### config.mk
export PLATFORM = sky130hd
export DESIGN_NAME = regfile_sb
export DESIGN_NICKNAME = d
export VERILOG_FILES = /design/src/rtl/regfile_pkg.sv /design/src/rtl/regfile_sb_sweep_ctrl.sv /design/src/rtl/regfile_sb.sv
export SDC_FILE = /design/constraint.sdc
export NUM_CORES = 1
export LEC_CHECK = 0
export ABC_AREA = 0
export ABC_CLOCK_PERIOD_IN_PS = 10200
export CAP_MARGIN = 20
export CORE_MARGIN = 1
export CORE_UTILIZATION = 61
export DETAILED_ROUTE_END_ITERATION = 8
export PLACE_DENSITY = 0.85
export SLEW_MARGIN = 30
export SYNTH_ARGS = -nofsm -noshare
export SYNTH_HDL_FRONTEND = slang
export SYNTH_HIERARCHICAL = 1
export SYNTH_SLANG_ARGS = --single-unit
### constraint.sdc
create_clock -name clk -period 10.2 [get_ports clk]
set_input_delay 2.04 -clock clk [delete_from_list [all_inputs] [get_ports clk]]
set_output_delay 2.04 -clock clk [all_outputs]
set_load 0.005 [all_outputs]
### src/rtl/regfile_pkg.sv
// Shared types and helpers for the regfile_sb register file and its sweep controller.
package regfile_pkg;

    typedef enum logic {
        IDLE  = 1'b0,
        SWEEP = 1'b1
    } state_e;

    localparam int ZERO_IDX = 0;

    function automatic int addr_w(input int n);
        return (n <= 2) ? 1 : $clog2(n);
    endfunction

endpackage

### src/rtl/regfile_sb_sweep_ctrl.sv
// Clear-sweep FSM: zeroes every entry once after reset and again on each accepted clear request.
module regfile_sb_sweep_ctrl
    import regfile_pkg::*;
#(
    parameter int NUM_REGS = 32,
    parameter int AW       = addr_w(NUM_REGS)
) (
    input  logic          clk_i,
    input  logic          rst_ni,
    input  logic          clr_req_i,
    output logic          busy_o,
    output logic          sweep_we_o,
    output logic [AW-1:0] sweep_addr_o,
    output logic          pend_clr_o
);

    state_e        state_q, state_d;
    logic [AW-1:0] ptr_q, ptr_d;

    always_ff @(posedge clk_i or negedge rst_ni) begin
        if (!rst_ni) begin
            state_q <= SWEEP;
            ptr_q   <= '0;
        end else begin
            state_q <= state_d;
            ptr_q   <= ptr_d;
        end
    end

    always_comb begin
        state_d    = state_q;
        ptr_d      = ptr_q;
        sweep_we_o = 1'b0;
        pend_clr_o = 1'b0;
        case (state_q)
            IDLE: begin
                if (clr_req_i) begin
                    state_d    = SWEEP;
                    ptr_d      = '0;
                    pend_clr_o = 1'b1;
                end
            end
            SWEEP: begin
                sweep_we_o = 1'b1;
                ptr_d      = ptr_q + AW'(1);
                if (ptr_q == AW'(NUM_REGS - 1)) begin
                    state_d = IDLE;
                    ptr_d   = '0;
                end
            end
            default: state_d = SWEEP;
        endcase
    end

    assign busy_o       = (state_q == SWEEP);
    assign sweep_addr_o = ptr_q;

endmodule

### src/rtl/regfile_sb.sv
// Multi-read-port register file with pending-write scoreboard and hardware clear sweep.
// Define REGFILE_BYPASS_EN to forward a same-cycle writeback to matching read ports.
module regfile_sb
    import regfile_pkg::*;
#(
    parameter int DATA_W   = 32,
    parameter int NUM_REGS = 32,
    parameter int NUM_RD   = 2,
    parameter int ZERO_REG = 1,
    parameter int AW       = addr_w(NUM_REGS)
) (
    input  logic                     clk,
    input  logic                     rst,
    input  logic [NUM_RD*AW-1:0]     rd_addr,
    output logic [NUM_RD*DATA_W-1:0] rd_data,
    output logic [NUM_RD-1:0]        rd_ready,
    input  logic                     rsv_en,
    input  logic [AW-1:0]            rsv_addr,
    output logic                     rsv_conflict,
    input  logic                     wr_en,
    input  logic [AW-1:0]            wr_addr,
    input  logic [DATA_W-1:0]        wr_data,
    input  logic                     clr_req,
    output logic                     clr_busy
);

    logic          busy, sweep_we, pend_clr;
    logic [AW-1:0] sweep_addr;

    regfile_sb_sweep_ctrl #(
        .NUM_REGS (NUM_REGS),
        .AW       (AW)
    ) u_sweep (
        .clk_i        (clk),
        .rst_ni       (rst),
        .clr_req_i    (clr_req),
        .busy_o       (busy),
        .sweep_we_o   (sweep_we),
        .sweep_addr_o (sweep_addr),
        .pend_clr_o   (pend_clr)
    );

    function automatic logic in_range(input logic [AW-1:0] a);
        return int'(a) < NUM_REGS;
    endfunction

    function automatic logic is_zero(input logic [AW-1:0] a);
        return (ZERO_REG != 0) && (a == AW'(ZERO_IDX));
    endfunction

    logic [DATA_W-1:0]   mem_q [NUM_REGS];
    logic [NUM_REGS-1:0] pend_q, pend_d;
    logic                conflict_q, conflict_d;
    logic                wr_ok, rsv_ok;

    // A clear request in IDLE takes priority and drops same-cycle writes/reserves.
    assign wr_ok  = wr_en  && !busy && !clr_req && in_range(wr_addr)  && !is_zero(wr_addr);
    assign rsv_ok = rsv_en && !busy && !clr_req && in_range(rsv_addr) && !is_zero(rsv_addr);

    always_ff @(posedge clk) begin
        if (sweep_we) begin
            mem_q[sweep_addr] <= '0;
        end else if (wr_ok) begin
            mem_q[wr_addr] <= wr_data;
        end
    end

    always_comb begin
        pend_d     = pend_q;
        conflict_d = 1'b0;
        if (pend_clr) begin
            pend_d = '0;
        end else begin
            if (wr_ok) pend_d[wr_addr] = 1'b0;
            // A register being released this cycle is not a conflict; the new reservation wins.
            if (rsv_ok) begin
                conflict_d       = pend_q[rsv_addr] && !(wr_ok && (wr_addr == rsv_addr));
                pend_d[rsv_addr] = 1'b1;
            end
        end
    end

    always_ff @(posedge clk or negedge rst) begin
        if (!rst) begin
            pend_q     <= '0;
            conflict_q <= 1'b0;
        end else begin
            pend_q     <= pend_d;
            conflict_q <= conflict_d;
        end
    end

    assign rsv_conflict = conflict_q;
    assign clr_busy     = busy;

    for (genvar k = 0; k < NUM_RD; k++) begin : g_rd
        logic [AW-1:0]     addr;
        logic [DATA_W-1:0] data;
        logic              ready;

        assign addr = rd_addr[k*AW +: AW];

        always_comb begin
            data  = '0;
            ready = 1'b0;
            if (!busy && in_range(addr)) begin
                if (is_zero(addr)) begin
                    ready = 1'b1;
`ifdef REGFILE_BYPASS_EN
                end else if (wr_ok && (wr_addr == addr)) begin
                    data  = wr_data;
                    ready = 1'b1;
`endif
                end else begin
                    data  = mem_q[addr];
                    ready = !pend_q[addr];
                end
            end
        end

        assign rd_data[k*DATA_W +: DATA_W] = data;
        assign rd_ready[k]                 = ready;
    end

endmodule
---- Yosys cells after proc, flatten, opt, wreduce, memory -nomap -nowiden ----
Memories as Yosys holds them, arrays and structs flattened.
Cells that the tools add are included.
cells by class
  multiplexer cells ....................... 40
  reductions and logical operators ........ 22
  equality and inequality tests ........... 3
  $lt $le $gt $ge ......................... 6
  add/subtract/negate cells ............... 1
  bitwise operators ....................... 4
operators by type and width
  operator             number
  $mux 32              9
  $and 32x32->32       1
  $not 32->32          1
  $or 32x32->32        1
  $reduce_or 32->1     1
  $lt 5x6->1 const B   4
  $mux 1               21
  $logic_not 5->1      4
  $bmux 1 s5           3
  $mux 5               3
  $demux 1 s5          2
  $ge 5x1->1 const B   2
  $logic_and 1x1->1    10
  $pmux 5 s2           1
  $logic_not 1->1      7
  $add 5x1->5 const B  1
  $eq 5x5->1           1
  $eq 5x5->1 const B   1
  $ne 2x2->1 const B   1
  $pmux 1 s2           1
  $not 1->1            1
storage, ports and cells
  memories ................................ 1
  word-level logic and storage cells ...... 81
  bits in writable memories ............... 1024
  output and inout port bits .............. 68
  input bits .............................. 57
  bits in registers ....................... 39
memory list
  memory  words  bits a word  rd ports  clocked after Yosys merged registers in  write ports  RTL line          source
  mem_q   32     32           2         0                                        1            regfile_sb.sv:51  logic [DATA_W-1:0] mem_q [NUM_REGS];

---- Depth between registers and ports, before layout ----
  depth after elaboration ................. 11
  mapped depth ............................ 9
  mapped depth without buffers ............ 5

---- Modules after synthesis ----
Netlist, hierarchy kept.
by module, submodules not included
  module                 sequential area each (µm²)  area each (µm²)  times used  cells each
  regfile_sb             31575.3                     49900.4          1           2377
  regfile_sb_sweep_ctrl  151.4                       302.8            1           29

---- Worst setup path before layout ----
OpenSTA, ideal clock, no wires.
  kind .................................... input-to-output
  from .................................... in rd_addr[1]
  to ...................................... out rd_data[31]
  path slack .............................. 4.484 ns
  buffers on the path ..................... 3
  stages .................................. 7
  arrival ................................. 3.676 ns
  data required time ...................... 8.160 ns
  cells stage by stage .................... buf_2 buf_2 buf_1 mux4_2 mux4_2 inv_1 o22ai_1
between the ends
  word-level cells in the longest chain between the ends .. 3
  elaborated cells on any way between the ends .. 4
  classes of those cells .................. mux (2); reduce/logical (1); memory (1)
ends and longest elaborated chain
  element                                                  RTL line           source
  start: declaration                                       regfile_sb.sv:14   input logic [NUM_RD*AW-1:0] rd_addr,
  $mem_v2 32x32 / $logic_not 5->1 (equally long branches)  n/a
  $mux 32 (*)                                              regfile_sb.sv:107  if (is_zero(addr)) begin
  $mux 32 (*)                                              regfile_sb.sv:106  if (!busy && in_range(addr)) begin
  end: declaration                                         regfile_sb.sv:15   output logic [NUM_RD*DATA_W-1:0] rd_data,
Every way passes the cells marked *; elsewhere a longest branch is shown, timed or not.

---- Worst setup path in the final report ----
  from .................................... in rd_addr[8]
  to ...................................... out rd_data[40]
The elaborated chain is that of the path after synthesis.

==> summary.txt <==
Run status
  • Outcome: finished clean

Floorplanning
  • Core area: between 80000 and 90000 um2
  • Die H: about 290 um
  • I/O pin count: 125
  • Die X: between 200 and 300 um
  • Site Rows: ~100
  • Starting Density: 0.620
  • DIE AREA: roughly 83000 um2

Clock network
  • Clk_lat worst skew: about 0.68 ns
  • Post-cts hold buffer count: 0
  • CTS root buf: clkbuf_16
  • Post-CTS sizing: 0
  • Clk buf depth: 3
  • Inserted Clock Buffers: slightly above 100
  • H-tree lvl count: 3
  • Clock sink count: roughly 1100
  • Post-CTS Setup Inserts: 0
  • CTS tree: done
  • Worst-path clk slew: approximately 0.060 ns

Route
  • Pre-Repair DR Iteration Count: 6
  • Starting DRC count in detailed routing: 4784
  • Via total after detailed routing: 29200
  • Vias per cell: between 7 and 8
  • WL final: ~150000 um
  • Detailed-route DRC error count: 0
  • Drt wl/cell: roughly 42 um
  • ANT nets after route: 0

Timing
  • Slew Limit Fails: 0
  • Clock skew: between 0.01 and 0.015 ns
  • Worst setup margin: 2.48 ns
  • Final Hold Viols: 0
  • Tightest Pin Transition: between 1 and 1.5 ns
  • Final setup fails: 0
  • RSZ-0062 raised after global routing: false
  • Worst slew margin: 0.287
  • Minimum clock period: a little under 8 ns
  • Fmax: approximately 130 MHz
  • Fin crit share: 0.756
  • Setup TNS: 0 ns

Synth
  • Cell Area, Synth: between 50000 and 60000 um2
  • Seq/Total Area, Yosys: 0.632
  • Top cells by area, synth: edfxtp_1, mux4_2, dfrtp_1
  • Syn nets: roughly 2500
  • Dominant cell type by area after synthesis: edfxtp_1
  • Seq cells post-synth: 1063
  • Async SR Flop Fraction: 0.0367
  • Yosys warning count: 6
  • Mean area per synthesized cell: 20.9 um2
  • Post-synth top flop: edfxtp_1
  • Synth unique cells: 50
  • Number of synthesized flops with an enable pin: 1024
  • Post-synth top area share: 0.613
  • Post-synthesis cell count: about 2400

Setup path
  • Critical Path Stages: 7
  • CP Launch Type: input port
  • Crit-path most repeated cell: clkdlybuf4s50_1
  • Setup crit end kind: primary output
  • Crit path required time: between 8 and 9 ns
  • WP data arrival: around 5.7 ns
  • FF-to-FF path depth: 7
  • Max FO, Critical Path: 21
  • Critical Path Sink: rd_data[40]
  • Critical Path Source: rd_addr[8]
  • CP max stage delay: about 0.7 ns
  • Origin of the critical flop-to-flop path: u_sweep/busy_o$_DFF_PN1_
  • Delay-heaviest family, CP: buffers and inverters
  • Worst path cell trace: clkdlybuf4s50_1 > or4_1 > nor2_1 > or3_2 > buf_4 > o22ai_1 > clkdlybuf4s50_1
  • Slowest CP cell: clkdlybuf4s50_1
  • R2R Setup Slk: around 5.9 ns
  • CP bufs+invs: 3
  • WS Path Type: in2out
  • Worst r2r dst: mem_q[18][5]$_DFFE_PP_

Final layout
  • Commonest cells after routing, fill and taps aside: edfxtp_1, mux4_2, clkdlybuf4s50_1
  • Total Nets Final: 2572
  • Fraction of layout cells with a size suffix above 1: 0.371
  • Area Overhead vs Synth: 12.0%
  • Most common cell after layout, fill and taps aside: edfxtp_1

GRT
  • Total track usage: 0.376
  • Initial antenna violation count: 7
  • Grt ovf: 0
  • Vias in the first global route: 30300
  • First-pass GRT wire length: around 220000 um
  • Largest net degree at the start of global routing: between 150 and 200

Hold path
  • Min-Delay Path Class: reg2reg
  • Hold_sp: pend_q[4]$_DFF_PN0_

Pwr
  • PD cells: between 150 and 200 nW/um2
  • Max VDD drop: around 170 uV
  • Static leakage: roughly 18 nW

Placement
  • Pre-CTS setup slack: 2.61 ns
  • # port buffers: ~120
  • RePlAce Congestion: 0.843
  • HPWL after DPL: between 70000 and 80000 um

Job
  • Max-cap violations: 0
-- cells by family (layout without fill, tap and decap cells) --
family,after synthesis,count (layout),share of synthesized area
AO/OA/AOI/OAI,152,152,0.0180
other,0,3,0
AND/OR/NAND/NOR,176,176,0.0176
multiplexers,683,683,0.301
XOR/XNOR,7,7,0.00122
adder cells (fa/ha/maj),3,3,0.000748
buffers and inverters,322,514,0.0294
flip-flops,1063,1063,0.632
-- area by class of cell --
type	count	area, um2
Sequential cell	1063	31700
Fill cell	4612	24700
Multi-Input combinational cell	1021	17300
Clock buffer	120	2680
Timing Repair Buffer	187	1890
Tap cell	1060	1330
Clock inverter	71	791
Inverter	136	510
Antenna cell	3	7.51
-- how the worst min path moves through the flow --
stage,slack [ns],end,depth (start not counted)
finish,0.59,pend_q[4]$_DFF_PN0_,2
global route,0.62,pend_q[4]$_DFF_PN0_,2
CTS,0.58,pend_q[16]$_DFF_PN0_,2
detailed placement,0.54,pend_q[0]$_DFF_PN0_,1
global placement,0.54,pend_q[0]$_DFF_PN0_,1
floorplan,0.49,pend_q[0]$_DFF_PN0_,1
-- cell usage after synthesis (all sizes together) (4+ instances only) --
library cell,n
mux4,661
a21oi,26
mux2i,17
o22ai,64
nand2,41
nand2b,7
o21ai,43
a31oi,5
nor2,45
nor2b,10
buf,112
nand3,16
mux2,5
and2,32
xor2,4
clkbuf,74
edfxtp,1024
clkinv,75
inv,61
nor3b,5
dfrtp,38
-- metal layers --
metal  vias to the layer above  share of wire  GRT usage
met5                         -        0.00036          0
met4                         8          0.059      0.185
met3                       643           0.16      0.109
met2                      2928           0.48      0.590
met1                     15100           0.31      0.491
li1                      10600              -          -
-- flip-flops by register name, summed over array words and instances, names as in the netlist --
| name | count |
|---|---|
| rsv_conflict | 1 |
| pend_q | 32 |
| mem_q | 1024 |
| u_sweep/sweep_addr_o | 5 |
| u_sweep/busy_o | 1 |
-- where the power goes --
| group | internal [mW] | total, mW | switching (mW) |
|---|---|---|---|
| clock network | 2.25 | 3.98 | 1.73 |
| logic | 0.658 | 1.75 | 1.10 |
| registers | 5.16 | 5.35 | 0.183 |
| total | 8.07 | 11.1 | 3.01 |
-- tightest hold or removal path, cell delays in order (launching register included) --
cell and delay (ns):
dfrtp_1 0.40, o21ai_0 0.08, a21oi_1 0.07
-- stage by stage --
step           total power, mW  hold WS [ns]  area, um2   util  cells
2_1_floorplan             6.32         0.494      50200      -   2406
3_3_place_gp              7.01         0.542      52600  0.650   3463
3_5_place_dp              7.09         0.539      52600  0.650   3463
4_1_cts                   11.0         0.583      56100  0.693   3654
5_1_grt                   11.3         0.616      56200  0.695   3658
6_report                  11.1         0.589      56200  0.695   3661
(Power assumes the default switching activity.)
==> edit, RTL diff (same settings) <==
`NUM_RD`: 2 -> 1.
--- a/src/rtl/regfile_sb.sv
+++ b/src/rtl/regfile_sb.sv
@@ -5,7 +5,7 @@
 #(
     parameter int DATA_W   = 32,
     parameter int NUM_REGS = 32,
-    parameter int NUM_RD   = 2,
+    parameter int NUM_RD   = 1,
     parameter int ZERO_REG = 1,
     parameter int AW       = addr_w(NUM_REGS)
 ) (
Ports: changed (resized rd_addr, rd_data and rd_ready); port bits go from 125 to 87. The function was not compared with the original's and may differ.
==> edit against the original RTL <==
  * Maximum frequency is 5.2% higher
  * Area after synthesis fell by 17%
  * Worst setup slack improved by 0.38 ns
  * Clock power decreased by 9.8%
  * First-iteration DRC count is 36% lower
  * Routed wire length shrank 28%
  * Total power is 9.4% lower
  * Sequential cell count unchanged
  * Cell area decreased by 16%
  * Critical path type unchanged
  * Critical endpoint is now rd_data[3]
==> edit: results <==
power:
  power_density_nw_per_um2: 214
  max-vdd-ir-drop_mv: 0.153
  leakage_nw: 15.5
  p_comb_w: 0.00119
  netSwitchingFraction: 0.251
grt:
  grt_util_met2: 0.524
  grt_pass1_wl_um: 156000
  track_usage: 0.323
  grt_pass1_vias: 22200
  use_met3: 0.0796
  use_met1: 0.427
  antenna_found_initial: 4
  grt_max_degree: 111
finish:
  multi_input_cells: 652
  inverters: 66
  buf_share: 0.0272
  nClkBuffers: 129
  fillers: 3809
  drive_above_1_share: 0.278
  multi_input_area_sq_um: 9600
  clkCellAreaFrac: 0.0655
  syn_to_final_growth_pct: 12.3
  layout.nets: 2071
drt:
  finalWirelength_um: 109000
  wl_met1_um: 36100
  met2_length_um: 54100
  met3_length_um: 14300
  via_per_inst: 7.17
  wl_per_cell_um: 36.8
  firstDrtPassIters: 5
  drt_iter0_markers: 3078
sta:
  skew_ns: 0.0254
  hold_ws_ns: 0.536
  slew_headroom: 0.306
worst_hold_path:
  holdCritStartpoint: "pend_q[0]"
  hold_path.class: "flip-flop to flip-flop"
  whs_path_depth: 1
worst_setup_path:
  r2r_slack_ns: 5.86
  path_max_fanout: 110
  max_stage_delay_ns: 0.65
  r2r_end: "mem_q[26][13]"
synth:
  syn_avg_cell_area_sq_um: 22.2
  synthTopCellsByCount: "edfxtp_1 (1,024), mux4_2 (334), clkinv_1 (63)"
  synth-edff-count: 1024
  ys_types: 45
  yosys-top-cells-area: "edfxtp_1 (73%), mux4_2 (18%), dfrtp_1 (2.3%)"
  yosysWarnings: 6
  syn_nets: 1939
  ys_seq_area_frac: 0.758
placed_design:
  port_buffers: 86
  pre_cts_ws_ns: 2.91
  place.gp.congestion: 0.888
  dp.cells: 2788
  postPlaceCellArea_sq_um: 43900
clock_network:
  clock_path_buffers: 3
  numCtsBuffers: 98
run_status:
  status: "finished clean"
-- edit: changes by cell type after synthesis, moves of 7 or more --
cell      delta
clkinv_1    -12
inv_1       -55
buf_4       -20
mux4_2     -327
buf_1        -8
buf_2       -29
nand2_1      +7
clkbuf_1    -29
o22ai_1     -32
-- edit: kinds of logic (layout without fill, tap and decap cells) --
kind of cell,Yosys count,after routing,synth area share
simple gates,177,177,0.0210
buf+inv,169,380,0.0194
fa+ha+maj,3,3,0.000897
compound gates,115,115,0.0156
flops,1063,1063,0.758
mux,350,350,0.184
xor+xnor,7,7,0.00146
-- edit: how the worst max path moves through the flow --
stage	startpoint	end	slack, ns	cells after the start
after global routing	rd_addr[0]	rd_data[2]	2.73	7
after global placement	rd_addr[0]	rd_data[27]	2.94	7
after floorplan	rd_addr[0]	rd_data[10]	4.52	7
final	rd_addr[1]	rd_data[3]	2.86	7
after detailed placement	rd_addr[0]	rd_data[27]	2.91	7
after CTS	rd_addr[0]	rd_data[27]	2.88	7
